===== config.mk =====
export PLATFORM = sky130hd
export DESIGN_NAME = dm_bus_agent_flat
export DESIGN_NICKNAME = d
export VERILOG_FILES = /design/src/rtl/dm_bus_agent_if.sv /design/src/rtl/dm_bus_agent.sv /design/src/flat_wrapper.sv
export SDC_FILE = /design/constraint.sdc
export NUM_CORES = 1
export LEC_CHECK = 0
export BUFFER_PORTS_ARGS = -buffer_cell sky130_fd_sc_hd__buf_2
export CAP_MARGIN = 20
export CORE_MARGIN = 8
export CORE_UTILIZATION = 25
export CTS_CLUSTER_SIZE = 14
export DETAILED_ROUTE_END_ITERATION = 7
export PLACE_DENSITY = 0.58
export SYNTH_ARGS = -nofsm -noshare
export SYNTH_HDL_FRONTEND = slang
export SYNTH_SLANG_ARGS = --single-unit
export TNS_END_PERCENT = 50

===== constraint.sdc =====
create_clock -name clk -period 3.8 [get_ports clk]
set_input_delay 0.76 -clock clk [delete_from_list [all_inputs] [get_ports clk]]
set_output_delay 0.76 -clock clk [all_outputs]
set_load 0.02 [all_outputs]

===== src/rtl/dm_bus_agent_if.sv =====
// dm_bus_agent_if: req/gnt/rvalid data bus between the MEM-stage agent and the system bridge
interface dm_bus_agent_if;
  logic        bus_req;
  logic [31:0] bus_addr;
  logic        bus_we;
  logic [3:0]  bus_be;
  logic [31:0] bus_wdata;
  logic        bus_gnt;
  logic        bus_rvalid;
  logic [31:0] bus_rdata;
  modport master (
    output bus_req, bus_addr, bus_we, bus_be, bus_wdata,
    input  bus_gnt, bus_rvalid, bus_rdata
  );
  modport slave (
    input  bus_req, bus_addr, bus_we, bus_be, bus_wdata,
    output bus_gnt, bus_rvalid, bus_rdata
  );
endinterface


===== src/rtl/dm_bus_agent.sv =====
// dm_bus_agent: checks MEM-stage accesses for faults and runs them as stalling req/gnt/rvalid bus transactions
module dm_bus_agent #(
  parameter logic [31:0] DM_END       = 32'h0000_2fff,
  parameter logic [31:0] TC0_BASE     = 32'h0000_7f00,
  parameter logic [31:0] TC1_BASE     = 32'h0000_7f10,
  parameter logic [31:0] INT_BASE     = 32'h0000_7f20,
  parameter int          TIMEOUT      = 16,
  parameter int          CNT_W        = $clog2(TIMEOUT + 1),
  parameter logic [3:0]  MEMWORD      = 4'd0,
  parameter logic [3:0]  MEMHALFWORD  = 4'd1,
  parameter logic [3:0]  MEMHALFWORDU = 4'd2,
  parameter logic [3:0]  MEMBYTE      = 4'd3,
  parameter logic [3:0]  MEMBYTEU     = 4'd4
) (
  input  logic                 clk,
  input  logic                 reset,
  input  logic                 mem_valid,
  input  logic [3:0]           MemType,
  input  logic [31:0]          Addr,
  input  logic [31:0]          WD,
  input  logic                 WE,
  input  logic                 requestInt,
  output logic                 stall,
  output logic [31:0]          RD,
  output logic                 rd_valid,
  output logic [4:0]           excCode,
  dm_bus_agent_if.master       bus
);
  typedef enum logic [1:0] {IDLE, REQ, RESP, DONE} state_t;
  state_t             state_q, state_d;
  logic [31:0]        addr_q, addr_d, wdata_q, wdata_d, rdata_q, rdata_d;
  logic [3:0]         type_q, type_d, be_q, be_d;
  logic               we_q, we_d, err_q, err_d;
  logic [CNT_W-1:0]   cnt_q, cnt_d;
  logic               is_half, is_byte, is_tc, in_range, fault, timeout;
  logic [3:0]         be;
  logic [31:0]        wd_sh, ld_ext;
  logic [15:0]        lane;
  assign is_half  = MemType == MEMHALFWORD || MemType == MEMHALFWORDU;
  assign is_byte  = MemType == MEMBYTE || MemType == MEMBYTEU;
  assign is_tc    = Addr[31:4] == TC0_BASE[31:4] || Addr[31:4] == TC1_BASE[31:4];
  assign in_range = Addr <= DM_END || is_tc || Addr[31:2] == INT_BASE[31:2];
  // timers: word-only, offset 0xC absent, offset 0x8 read-only
  assign fault = (!is_half && !is_byte && Addr[1:0] != 2'b00) || (is_half && Addr[0]) || !in_range ||
                 (is_tc && (is_half || is_byte || Addr[3:2] == 2'b11 || (Addr[3:2] == 2'b10 && WE)));
  assign be    = is_byte ? 4'b0001 << Addr[1:0] : is_half ? (Addr[1] ? 4'b1100 : 4'b0011) : 4'b1111;
  assign wd_sh = (is_byte ? {24'b0, WD[7:0]} : is_half ? {16'b0, WD[15:0]} : WD) << {Addr[1:0], 3'b000};
  assign lane   = 16'(rdata_q >> {addr_q[1:0], 3'b000});
  assign ld_ext = type_q == MEMBYTE      ? {{24{lane[7]}}, lane[7:0]} :
                  type_q == MEMBYTEU     ? {24'b0, lane[7:0]} :
                  type_q == MEMHALFWORD  ? {{16{lane[15]}}, lane} :
                  type_q == MEMHALFWORDU ? {16'b0, lane} : rdata_q;
  assign timeout = cnt_q == CNT_W'(TIMEOUT - 1);
  assign bus.bus_addr  = {addr_q[31:2], 2'b00};
  assign bus.bus_we    = we_q;
  assign bus.bus_be    = be_q;
  assign bus.bus_wdata = wdata_q;
  always_comb begin
    state_d     = state_q;
    addr_d      = addr_q;
    type_d      = type_q;
    we_d        = we_q;
    be_d        = be_q;
    wdata_d     = wdata_q;
    rdata_d     = rdata_q;
    err_d       = err_q;
    cnt_d       = cnt_q;
    stall       = 1'b0;
    rd_valid    = 1'b0;
    RD          = 32'b0;
    excCode     = 5'd0;
    bus.bus_req = 1'b0;
    case (state_q)
      IDLE: begin
        excCode = mem_valid && fault ? (WE ? 5'd5 : 5'd4) : 5'd0;
        if (mem_valid && !fault && !requestInt) begin
          state_d = REQ;
          stall   = 1'b1;
          addr_d  = Addr;
          type_d  = MemType;
          we_d    = WE;
          be_d    = WE ? be : 4'b0000;
          wdata_d = WE ? wd_sh : 32'b0;
          err_d   = 1'b0;
          cnt_d   = '0;
        end
      end
      REQ: begin
        stall       = 1'b1;
        bus.bus_req = 1'b1;
        cnt_d       = cnt_q + 1'b1;
        state_d     = timeout ? DONE : bus.bus_gnt ? RESP : REQ;
        err_d       = timeout;
      end
      RESP: begin
        stall   = 1'b1;
        cnt_d   = cnt_q + 1'b1;
        rdata_d = bus.bus_rvalid ? bus.bus_rdata : rdata_q;
        state_d = bus.bus_rvalid || timeout ? DONE : RESP;
        err_d   = !bus.bus_rvalid && timeout;
      end
      DONE: begin
        excCode  = err_q ? 5'd7 : 5'd0;
        rd_valid = !we_q && !err_q;
        RD       = !we_q && !err_q ? ld_ext : 32'b0;
        state_d  = IDLE;
      end
    endcase
  end
  always_ff @(posedge clk) begin
    if (reset) begin
      state_q <= IDLE;
      addr_q  <= '0;
      type_q  <= '0;
      we_q    <= 1'b0;
      be_q    <= '0;
      wdata_q <= '0;
      rdata_q <= '0;
      err_q   <= 1'b0;
      cnt_q   <= '0;
    end else begin
      state_q <= state_d;
      addr_q  <= addr_d;
      type_q  <= type_d;
      we_q    <= we_d;
      be_q    <= be_d;
      wdata_q <= wdata_d;
      rdata_q <= rdata_d;
      err_q   <= err_d;
      cnt_q   <= cnt_d;
    end
  end
endmodule

===== src/flat_wrapper.sv =====
// flat-port wrapper written by rule: the top's interface ports become plain ports
module dm_bus_agent_flat 
#(
  parameter logic [31:0] DM_END       = 32'h0000_2fff,
  parameter logic [31:0] TC0_BASE     = 32'h0000_7f00,
  parameter logic [31:0] TC1_BASE     = 32'h0000_7f10,
  parameter logic [31:0] INT_BASE     = 32'h0000_7f20,
  parameter int          TIMEOUT      = 16,
  parameter int          CNT_W        = $clog2(TIMEOUT + 1),
  parameter logic [3:0]  MEMWORD      = 4'd0,
  parameter logic [3:0]  MEMHALFWORD  = 4'd1,
  parameter logic [3:0]  MEMHALFWORDU = 4'd2,
  parameter logic [3:0]  MEMBYTE      = 4'd3,
  parameter logic [3:0]  MEMBYTEU     = 4'd4
)
  (clk, reset, mem_valid, MemType, Addr, WD, WE, requestInt, stall, RD, rd_valid, excCode, bus_bus_req, bus_bus_addr, bus_bus_we, bus_bus_be, bus_bus_wdata, bus_bus_gnt, bus_bus_rvalid, bus_bus_rdata);
  dm_bus_agent_if bus_i ();
  input  logic clk;
  input  logic reset;
  input  logic mem_valid;
  input  logic [3:0] MemType;
  input  logic [31:0] Addr;
  input  logic [31:0] WD;
  input  logic WE;
  input  logic requestInt;
  output logic stall;
  output logic [31:0] RD;
  output logic rd_valid;
  output logic [4:0] excCode;
  output wire logic [$bits(bus_i.bus_req)-1:0] bus_bus_req;
  output wire logic [$bits(bus_i.bus_addr)-1:0] bus_bus_addr;
  output wire logic [$bits(bus_i.bus_we)-1:0] bus_bus_we;
  output wire logic [$bits(bus_i.bus_be)-1:0] bus_bus_be;
  output wire logic [$bits(bus_i.bus_wdata)-1:0] bus_bus_wdata;
  input wire logic [$bits(bus_i.bus_gnt)-1:0] bus_bus_gnt;
  input wire logic [$bits(bus_i.bus_rvalid)-1:0] bus_bus_rvalid;
  input wire logic [$bits(bus_i.bus_rdata)-1:0] bus_bus_rdata;
  assign bus_bus_req = bus_i.bus_req;
  assign bus_bus_addr = bus_i.bus_addr;
  assign bus_bus_we = bus_i.bus_we;
  assign bus_bus_be = bus_i.bus_be;
  assign bus_bus_wdata = bus_i.bus_wdata;
  assign bus_i.bus_gnt = bus_bus_gnt;
  assign bus_i.bus_rvalid = bus_bus_rvalid;
  assign bus_i.bus_rdata = bus_bus_rdata;
  dm_bus_agent #(.DM_END(DM_END), .TC0_BASE(TC0_BASE), .TC1_BASE(TC1_BASE), .INT_BASE(INT_BASE), .TIMEOUT(TIMEOUT), .CNT_W(CNT_W), .MEMWORD(MEMWORD), .MEMHALFWORD(MEMHALFWORD), .MEMHALFWORDU(MEMHALFWORDU), .MEMBYTE(MEMBYTE), .MEMBYTEU(MEMBYTEU)) u_core (.clk(clk), .reset(reset), .mem_valid(mem_valid), .MemType(MemType), .Addr(Addr), .WD(WD), .WE(WE), .requestInt(requestInt), .stall(stall), .RD(RD), .rd_valid(rd_valid), .excCode(excCode), .bus(bus_i));
endmodule

Yosys cells after proc, flatten, opt, wreduce, memory -nomap -nowiden
Index checks and enable logic that the tools add are counted.
Word-level totals
  register bits after elaboration: 113
  output and inout port bits: 109
  word-level logic and storage cells: 101
Cells by class
  add/subtract/negate cells: 1
  order comparisons: 1
  equality and inequality tests: 18
  shifts and indexed selects: 3
  mux-type cells: 30
  reduce and logical (&&, ||, !) cells: 39
Operators by type and width (number)
  $mux W32: 9
  $eq A28 B11 Y1 const B: 2
  $le A32 B14 Y1 const B: 1
  $shl A32 B5 Y32: 1
  $shr A32 B5 Y16: 1
  $eq A30 B13 Y1 const B: 1
  $pmux W5 S2: 2
  $eq A4 B2 Y1 const B: 4
  $mux W4: 4
  $logic_or A1 B1 Y1: 12
  $logic_and A1 B1 Y1: 10
  $mux W5: 2
  $eq A2 B2 Y1 const B: 4
  $eq A4 B1 Y1 const B: 2
  $eq A4 B3 Y1 const B: 2
  $logic_not A1 Y1: 8
  $pmux W2 S4: 1
  $reduce_and A2 Y1: 4
  $mux W1: 6
  $mux W2: 3
  $add A5 B1 Y5 const B: 1
  $eq A5 B4 Y1 const B: 1
  $reduce_bool A2 Y1: 2
  $shl A1 B2 Y4 const A: 1
  other kinds (8): 8

Longest topological paths before layout
Gate-level depths: netlist of the first run.
  word-level depth: 13
  gate-level depth with buffers: 9
  mapped depth without buffers: 7

Worst setup path before layout of the first run
No wires, ideal clock.
  path kind: input-to-output
  start: in Addr[16]
  end: out stall
  arrival: 2.651 ns
  slack: 0.389 ns
  cell stages on the path: 7
  buffers on the path: 2
  cells stage by stage: or4_1 a31oi_1 a21boi_0 nand4_1 buf_4 buf_2 a21oi_1
Between the ends
  word-level cells in the longest chain between the ends: 12
  elaborated cells on any way between the ends: 16
  classes of those cells: order compare (1); eq/ne (3); mux (2); reduce/logical (10)
Ends and longest elaborated chain
  from (decl): RTL line flat_wrapper.sv:22  | input logic [31:0] Addr;
  branches (longest 6 deep; another with $le A32 B14 Y1)
  $logic_or A1 B1 Y1 *: RTL line dm_bus_agent.sv:44  | assign fault = (!is_half && !is_byte && Addr[1:0] != 2'b00) || (is_half && Addr[0]) || !in_range ||
  $logic_not A1 Y1 *: RTL line dm_bus_agent.sv:76  | if (mem_valid && !fault && !requestInt) begin
  $logic_and A1 B1 Y1 * (2 in series): RTL line dm_bus_agent.sv:76
  $mux W1 *: RTL line dm_bus_agent.sv:76
  $pmux W1 S2 *: RTL line dm_bus_agent.sv:73  | case (state_q)
  to (decl): RTL line flat_wrapper.sv:26  | output logic stall;
Every way passes the cells marked *.

Worst setup path after layout of the first run
  start: reg u_core.addr_q[1]
  end: out RD[21]
Between the ends
  word-level cells in the longest chain between the ends: 6
Ends and longest elaborated chain
  from (decl): RTL line dm_bus_agent.sv:31  | logic [31:0] addr_q, addr_d, wdata_q, wdata_d, rdata_q, rdata_d;
  from (signal assigned): RTL line dm_bus_agent.sv:123  | addr_q <= addr_d;
  $shr A32 B5 Y16 *: RTL line dm_bus_agent.sv:48  | assign lane = 16'(rdata_q >> {addr_q[1:0], 3'b000});
  $mux W32: RTL line dm_bus_agent.sv:51  | type_q == MEMHALFWORD ? {{16{lane[15]}}, lane} :
  $mux W32: RTL line dm_bus_agent.sv:50  | type_q == MEMBYTEU ? {24'b0, lane[7:0]} :
  $mux W32 *: RTL line dm_bus_agent.sv:49  | assign ld_ext = type_q == MEMBYTE ? {{24{lane[7]}}, lane[7:0]} :
  $mux W32 *: RTL line dm_bus_agent.sv:105  | RD = !we_q && !err_q ? ld_ext : 32'b0;
  $mux W32 *: RTL line dm_bus_agent.sv:73
  to (decl): RTL line flat_wrapper.sv:27  | output logic [31:0] RD;
Every way passes the cells marked *; elsewhere a longest branch is shown, timed or not.

==> out/qor.csv, run 1 <==
stage,metric,value,unit
global_route,grt_pass1_vias,5775,
drt,ant_nets,0,
flow_run,cap_violations,0,
timing,slew_headroom,46.9,%
critical_path,critPathLaunchType,flip-flop,
synth,synth_compound_area_share,21.1,%
die,num_rows,56,
placement,hpwl,16800,um
cts,cts_tree,done,
critical_path,critPathMaxStageDelay,0.60,ns
critical_path,worst_ep_arrival_time,2.85,ns
cts,path_clk_slew,0.06,ns
synth,synth-seq-area-share,37.8,%
global_route,grt_pass1_wl,33600,um
synth,ys_top_cells_by_area,"dfxtp_1 (38%), nand2_1 (9.4%), a21oi_1 (8.5%)",
synth,synth_ff_type,dfxtp_1,
critical_path,crit_buf_inv,3,
drt,drt_first_pass_iters,5,
finish,fillers,2508,
critical_path,crit_family,compound AO/OA/AOI/OAI gates,
critical_path,worstPathRequired,3.04,ns
timing,finalHoldViolations,0,
synth,synth_common_cells,"nand2_1 (150), dfxtp_1 (113), a21oi_1 (102)",
pwr,ir_drop,0.000253,V
outcome,status,"complete, no violations",
timing,fin_setup_tns,0,ns
synth,yosysMostFrequentCell,nand2_1,
synth,syn_area,5990,um^2
drt,vias,5938,
timing,slew_viol_final,0,
critical_path,worstPathMaxFanout,11,
critical_path,startpoint,u_core.addr_q[1],
min_path,hp-start,u_core.bus.bus_wdata[19],
min_path,worst_hold_path_type,reg2reg,
global_route,grt.total_usage,14.9,%
synth,synth_top_cell_area_share,37.8,%
drt,routed_wl,22300,um
die,core_region_area,23500,um^2
placement,port_buffers,211,
global_route,antenna_found_initial,4,
synth,yosysWarnings,0,
cts,cts-htree-levels,4,
die,start_util,25.5,%
cts,numCtsBuffers,17,
die,ios,216,
cts,clock-root-buffer,clkbuf_16,
timing,setup_viol,0,
timing,fin_crit_sh,95.0,%
timing,tightestPinTransition,0.794,ns
pwr,power.density,397,nW/um^2
placement,place_congestion,0.805,
synth,synth-seq-cells,113,
critical_path,r2r-start,u_core.state_q[0],
cts,insertion_delay,0.41,ns
cts,clockBufferDepth,2,
timing,min_period,3.61,ns
finish,syn_to_final_growth,29.7,%
global_route,grt_max_degree,69,
drt,route.detailed.drc,0,
synth,synth_top_family_by_area,simple AND/OR/NAND/NOR gates,
drt,via_per_inst,4.69,
synth,yosysTopAreaCell,dfxtp_1,
drt,drt_iter0_markers,401,
die,die_w,171,um
die,die_y,171,um
cts,clock-sinks,113,
drt,avgRoutedWirePerCell,17.6,um
timing,grt_setup_unrepaired,no,
critical_path,worstSetupPathType,reg2out,
synth,synth_fa_ha_area_share,1.25,%
synth,synth_mux_area_share,4.49,%
synth,synth_cells,770,
pwr,p_total,3.09,mW
synth,synth_edf_count,0,
finish,design_area,7770,um^2
critical_path,slowest_stage,o21bai_1,
finish,final_nets,1048,
cts,postCtsSetupBuffers,0,
timing,holdWs,0.448,ns
pwr,static-leakage-power,3.28,nW
synth,async_reset_ff_share,0,%
timing,clock_skew,0.00869,ns
synth,yosys.area_share.simple,25.4,%
timing,fmaxAchievable,277,MHz
placement,place_area,7150,um^2
die,dieArea,29200,um^2
synth,synth.avg_cell_area,7.78,um^2
finish,drive_above_1_share,29.8,%
critical_path,cp-end-kind,primary output,
synth,synth_xor_area_share,0.292,%
critical_path,path_cells,"buf_4, mux2_2, o2bb2ai_1, nor2_1, mux2i_1, o21bai_1, buf_4, nor2_1, buf_2",
global_route,overflow,0,
synth,synth_cell_types,61,
-- metal layers --
layer	GRT usage (%)	wire (um)	up-vias
li1	-	-	2983
met1	19.0	10300	2754
met2	23.7	10300	178
met3	5.00	1490	17
met4	3.39	178	6
met5	0	30	-
-- area by class of cell --
type / instances / area (um^2) / area share, %
Antenna cell: 1 / 2.50 / 0.0322
Clock buffer: 21 / 480 / 6.18
Clock inverter: 9 / 131 / 1.69
Inverter: 20 / 75.1 / 0.966
Multi-Input combinational cell: 553 / 3170 / 40.8
Sequential cell: 113 / 2260 / 29.1
Tap cell: 319 / 399 / 5.14
Timing Repair Buffer: 230 / 1250 / 16.0
-- kinds of logic (layout without fill, tap and decap cells) --
logic type,Yosys count,count (layout)
adder cells (fa/ha/maj),6,6
other,1,5
multiplexers,26,26
buffers and inverters,107,280
AND/OR/NAND/NOR,318,318
XOR/XNOR,2,2
flip-flops,113,113
AO/OA/AOI/OAI,197,197
-- power by group --
part	internal [mW]	switching (mW)
registers	1.19	0.00154
clock network	1.09	0.582
logic	0.0900	0.135
total	2.37	0.718
-- worst register-to-register path, delay by kind of cell (launching register included) --
kind	cells	cell delay, ns
adder cells (fa/ha/maj)	1	0.30
AO/OA/AOI/OAI	1	0.14
AND/OR/NAND/NOR	4	0.93
buffers and inverters	2	0.41
flip-flops	1	0.34
-- sequential cells by signal, indices dropped and copies added, names as in the netlist, named ones only --
signal / cells
u_core.bus.bus_we: 1
u_core.state_q: 1
u_core.err_q: 1
u_core.addr_q: 32
u_core.cnt_q: 5
u_core.rdata_q: 32
u_core.type_q: 4
u_core.bus.bus_wdata: 32
u_core.bus.bus_be: 4
-- layout by cell type, fill, tap and decap left out, types with 5 or more instances in the layout --
cell type / n
nor2_1: 54
buf_2: 210
nand3b_1: 15
mux2_2: 7
nor2b_1: 11
and2_1: 19
inv_1: 19
a41o_1: 8
clkbuf_16: 17
a22o_1: 9
nor3_1: 11
o2bb2ai_1: 9
a22oi_1: 21
dfxtp_1: 113
nand3_1: 23
buf_4: 17
nor3b_1: 5
ha_1: 6
a21oi_1: 102
o31ai_1: 9
mux2i_1: 19
nand2_1: 150
o21ai_0: 12
-- final timing paths --
check	endpoint	slack (ns)	depth (start not counted)
max	RD[21]	0.19	9
min	u_core.bus.bus_wdata[19]	0.45	2
max reg2reg	u_core.bus.bus_be[2]	1.61	8
min reg2reg	u_core.bus.bus_wdata[19]	0.45	2
-- per-stage QoR --
stage          std cells  util, %  setup slack (ns)
6_report            1266     33.1             0.191
5_1_grt             1266     33.1            0.0251
4_1_cts             1265     33.1            0.0104
3_5_place_dp        1235     30.5            0.0119
3_3_place_gp        1234     30.3            0.0867
2_1_floorplan        773        -             0.389
-- timing repair --
item	CTS	global route
hold endpoints to repair	0	0
hold buffers	0	0
endpoints found under the setup margin	0	3
resized for setup	0	1
(Power assumes the default switching activity.)
==> run 2: changes to the inputs <==
--- a/constraint.sdc
+++ b/constraint.sdc
@@ -3,2 +3,2 @@
 set_output_delay 0.76 -clock clk [all_outputs]
-set_load 0.02 [all_outputs]
+set_load 0.1 [all_outputs]
==> out/qor.csv, run 2 (same netlist as run 1, synthesis figures left out) <==
stage,metric,value,unit
outcome,status,"complete, no violations",
critical_path,crit_family,compound AO/OA/AOI/OAI gates,
critical_path,critPathLaunchType,input port,
cts,cts-htree-levels,4,
drt,avgRoutedWirePerCell,17.3,um
timing,tightestPinTransition,0.759,ns
drt,route.detailed.drc,0,
die,die_y,171,um
critical_path,worstSetupPathType,in2out,
critical_path,r2r_setup_slack,1.45,ns
drt,drt_iter0_markers,361,
critical_path,worstPathMaxFanout,5,
die,dieArea,29200,um^2
drt,drt_first_pass_iters,7,
drt,routed.top_layer,met5,
drt,wl_met1,9750,um
min_path,worst_hold_path_type,reg2reg,
finish,syn_to_final_growth,31.6,%
finish,fillers,2532,
die,ios,216,
critical_path,path_cells,"buf_2, or4b_4, o21a_1, a2111o_1, a31o_2, o22ai_1, buf_12",
die,num_rows,56,
critical_path,cp-end-kind,primary output,
timing,setup_viol,0,
pwr,static-leakage-power,3.28,nW
global_route,grt.total_usage,15.0,%
drt,wl_met3,1720,um
drt,vias,5999,
timing,setup_slack,0.233,ns
global_route,grt_pass1_wl,33900,um
cts,clockBufferDepth,2,
global_route,overflow,0,
global_route,grt_max_degree,62,
critical_path,critPathMaxStageDelay,0.56,ns
finish,drive_above_1_share,30.7,%
finish,final_common_cell,buf_2,
cts,clock-root-buffer,clkbuf_16,
die,core_region_area,23500,um^2
drt,routed_wl,21900,um
timing,slew_headroom,49.3,%
flow_run,cap_violations,0,
cts,path_clk_slew,0.06,ns
critical_path,crit_buf_inv,2,
critical_path,worst_ep_arrival_time,2.81,ns
cts,insertion_delay,0.42,ns
timing,min_period,3.57,ns
timing,grt_setup_unrepaired,no,
placement,place_congestion,0.826,
timing,fmaxAchievable,280,MHz
timing,slew_viol_final,0,
critical_path,slowest_stage,or4b_4,
finish,regArea,2260,um^2
pwr,ir_drop,0.000203,V
drt,via_per_inst,4.73,
placement,place_ws,0.221,ns
timing,holdWs,0.447,ns
pwr,power.density,386,nW/um^2
placement,port_buffers,211,
cts,hold_buffers,0,
finish,diodes,0,
die,die_w,171,um
critical_path,worstPathRequired,3.04,ns
pwr,p_total,3.04,mW
cts,numCtsBuffers,17,
die,start_util,25.5,%
timing,finalHoldViolations,0,
finish,final_nets,1049,
finish,multi_input_area,3180,um^2
placement,hpwl,16500,um
finish,layout_common_cells,"buf_2 (201), nand2_1 (150), dfxtp_1 (113)",
global_route,antenna_found_initial,3,
timing,fin_crit_sh,93.9,%
drt,ant_nets,0,
cts,cts_tree,done,
global_route,grt_pass1_vias,5974,
timing,clock_skew,0.0127,ns
cts,clock-sinks,113,
drt,dr_wl_met2,10000,um
run 2: changes by cell type in the layout (fill, tap and decap cells not counted), moves of 2 or more:
cell	delta
bufinv_16	-2
clkinv_4	+2
nor2_1	-6
buf_2	-9
buf_4	+2
nor2_2	+6
buf_12	+8
run 2: stage by stage:
stage	TNS (ns)	instance area [um^2]	utilization, %	std cells
final	0	7880	33.6	1268
after global routing	0	7880	33.6	1268
after CTS	0	7880	33.6	1267
after detailed placement	0	7290	31.1	1235
after global placement	0	7260	30.9	1234
after floorplan	-2.12	6020	-	773
run 2: cell type report:
class	instances	share of cell area (%)
Multi-Input combinational cell	553	40.4
Sequential cell	113	28.7
Timing Repair Buffer	231	17.5
Clock buffer	21	6.10
Tap cell	319	5.06
Clock inverter	11	1.33
Inverter	20	0.952
run 2: worst register-to-register path, cell delays in order (launching register included):
cell and delay [ns]:
dfxtp_1 0.38, inv_1 0.11, ha_1 0.30, nand2_1 0.13
nor2_1 0.06, nand4_1 0.13, buf_4 0.41, buf_4 0.38
a21oi_1 0.12, o32ai_1 0.23
run 2: worst paths after layout:
kind,endpoint,start,cells past startpoint
setup / recovery,excCode[0],MemType[0],7
hold / removal,u_core.bus.bus_wdata[19],u_core.bus.bus_wdata[19],2
setup reg to reg,u_core.err_q,u_core.state_q[0],9
hold reg to reg,u_core.bus.bus_wdata[19],u_core.bus.bus_wdata[19],2
run 2: layer usage:
layer,vias to the layer above,track usage (%)
met5,-,0
met4,6,5.03
met3,32,5.05
met2,213,23.9
met1,2766,18.6
li1,2982,-
run 2: what timing repair did:
| action | 4_1_cts | 5_1_grt |
|---|---|---|
| setup endpoints to repair | 0 | 3 |
| endpoints found under the hold margin | 0 | 0 |
| resized for setup | 0 | 0 |
| buffers inserted | 0 | 1 |
run 2: power by group:
part           switching [mW]  internal, mW
Sequential            0.00149          1.19
Combinational           0.177        0.0995
Clock                   0.609         0.971
==> run 3: changes to the inputs <==
CTS_CLUSTER_SIZE = 30   (was 14)
PLACE_DENSITY = 0.6   (was 0.58)
clock period = 3.01 ns   (was 3.8 ns; I/O delays follow)
==> out/qor.csv, run 3 (same netlist as run 1, synthesis figures left out) <==
stage,metric,value,unit
drt,route.detailed.drc,0,
die,core_region_area,23500,um^2
timing,slew_viol_final,0,
placement,port_buffers,211,
finish,fillers,2466,
cts,clockBufferDepth,2,
global_route,grt_max_degree,86,
outcome,status,"complete, but fails checks",
finish,final_nets,1073,
min_path,whs_path_depth,3,
timing,fin_crit_sh,100,%
drt,vias,6106,
pwr,p_total,3.96,mW
flow_run,cap_violations,0,
pwr,power.density,469,nW/um^2
pwr,static-leakage-power,3.43,nW
global_route,grt_pass1_vias,5852,
die,die_y,171,um
critical_path,worstSetupPathType,in2out,
drt,via_per_inst,4.71,
cts,clock-sinks,113,
drt,ant_nets,0,
critical_path,worstPathMaxFanout,2,
timing,min_period,3.02,ns
drt,avgRoutedWirePerCell,17.0,um
global_route,grt_pass1_wl,33200,um
timing,fmaxAchievable,331,MHz
critical_path,worstPathRequired,2.41,ns
drt,routed.top_layer,met5,
finish,layout_common_cells,"buf_2 (177), nand2_1 (149), dfxtp_1 (108)",
outcome,failed_checks,negative setup slack,
placement,place_congestion,0.901,
timing,fin_setup_tns,-0.0269,ns
critical_path,worst_ep_arrival_time,2.42,ns
critical_path,r2r-start,u_core.state_q[0],
die,die_w,171,um
drt,drt_iter0_markers,376,
global_route,antenna_found_initial,6,
min_path,hp-start,bus_bus_rdata[17],
drt,wl_met1,9930,um
die,num_rows,56,
cts,insertion_delay,0.42,ns
critical_path,critPathLaunchType,input port,
timing,grt_setup_unrepaired,yes,
global_route,grt.total_usage,14.7,%
die,start_util,25.5,%
timing,tightestPinTransition,1.02,ns
timing,finalHoldViolations,0,
critical_path,cp-end-kind,primary output,
finish,final_util,36.0,%
die,dieArea,29200,um^2
timing,slew_headroom,31.6,%
cts,path_clk_slew,0.05,ns
drt,routed_wl,22000,um
finish,final_common_cell,buf_2,
critical_path,r2r_cells,8,
critical_path,rr_endpoint,u_core.bus.bus_be[2],
critical_path,r2r_setup_slack,0.82,ns
min_path,hold_end,u_core.rdata_q[17],
drt,drt_first_pass_iters,5,
finish,syn_to_final_growth,41.1,%
timing,clock_skew,0.00850,ns
cts,cts_tree,done,
placement,hpwl,17000,um
finish,drive_above_1_share,35.7,%
drt,wl_met3,1480,um
global_route,overflow,0,
drt,dr_wl_met2,10100,um
cts,clock-root-buffer,clkbuf_16,
min_path,worst_hold_path_type,in2reg,
cts,numCtsBuffers,17,
timing,setup_slack,-0.0146,ns
die,ios,216,
timing,setup_viol,2,
pwr,ir_drop,0.000292,V
cts,cts-htree-levels,4,
run 3: cell types whose count changed in the layout (fill, tap and decap cells not counted), sizes merged:
cell and change:
buf +18, bufinv +2, clkbuf +3, diode +4, inv +1
run 3: area by class of cell:
cell class / instances / area, um^2 / share of cell area, %
sequential: 113 / 2270 / 26.9
timing repair buffer: 255 / 1700 / 20.2
tap: 319 / 399 / 4.72
clock inverter: 14 / 181 / 2.15
antenna: 4 / 10.0 / 0.118
clock buffer: 18 / 439 / 5.20
inverter: 20 / 76.3 / 0.903
multi-input combinational: 553 / 3370 / 39.8
run 3: report_power, final:
part	internal, mW	leakage, nW	switching [mW]
combinational	0.142	2.23	0.233
clock	1.33	0.289	0.756
sequential	1.50	0.913	0.00198
run 3: how the worst max path moves through the flow:
stage | slack, ns | end | depth (start not counted) | from
after floorplan | -0.35 | RD[0] | 7 | u_core.addr_q[1]
after global placement | -0.06 | stall | 8 | Addr[16]
after detailed placement | -0.09 | stall | 8 | Addr[16]
after CTS | -0.03 | excCode[0] | 7 | MemType[0]
after global routing | -0.06 | stall | 8 | MemType[0]
final | -0.01 | excCode[2] | 7 | MemType[0]
run 3: per-layer routing:
| layer | global-route usage, % | vias up |
|---|---|---|
| met4 | 6.67 | 4 |
| met1 | 18.7 | 2835 |
| met2 | 23.1 | 197 |
| met5 | 0 | - |
| li1 | - | 3040 |
| met3 | 3.55 | 30 |
run 3: per-stage QoR:
step                      hold WS (ns)  instance area, um^2  instances  worst slack [ns]
after detailed placement         0.441                 7710       1258           -0.0909
final                            0.425                 8450       1296           -0.0146
after CTS                        0.409                 8390       1291           -0.0338
after floorplan                  0.431                 6170        773            -0.345
after global placement           0.436                 7710       1258           -0.0551
after global routing             0.423                 8450       1296           -0.0627
run 3: critical path, cell delays in order:
cell	delay, ns
buf_6	0.10
or4b_4	0.53
o21a_1	0.14
a2111o_1	0.45
a31o_4	0.27
a21oi_4	0.14
buf_12	0.19
run 3: what timing repair did:
item | CTS | global route
resized for setup | 19 | 14
setup endpoints to repair | 27 | 12
setup buffers | 1 | 1
hold buffers | 0 | 0
pin swaps | 2 | 7
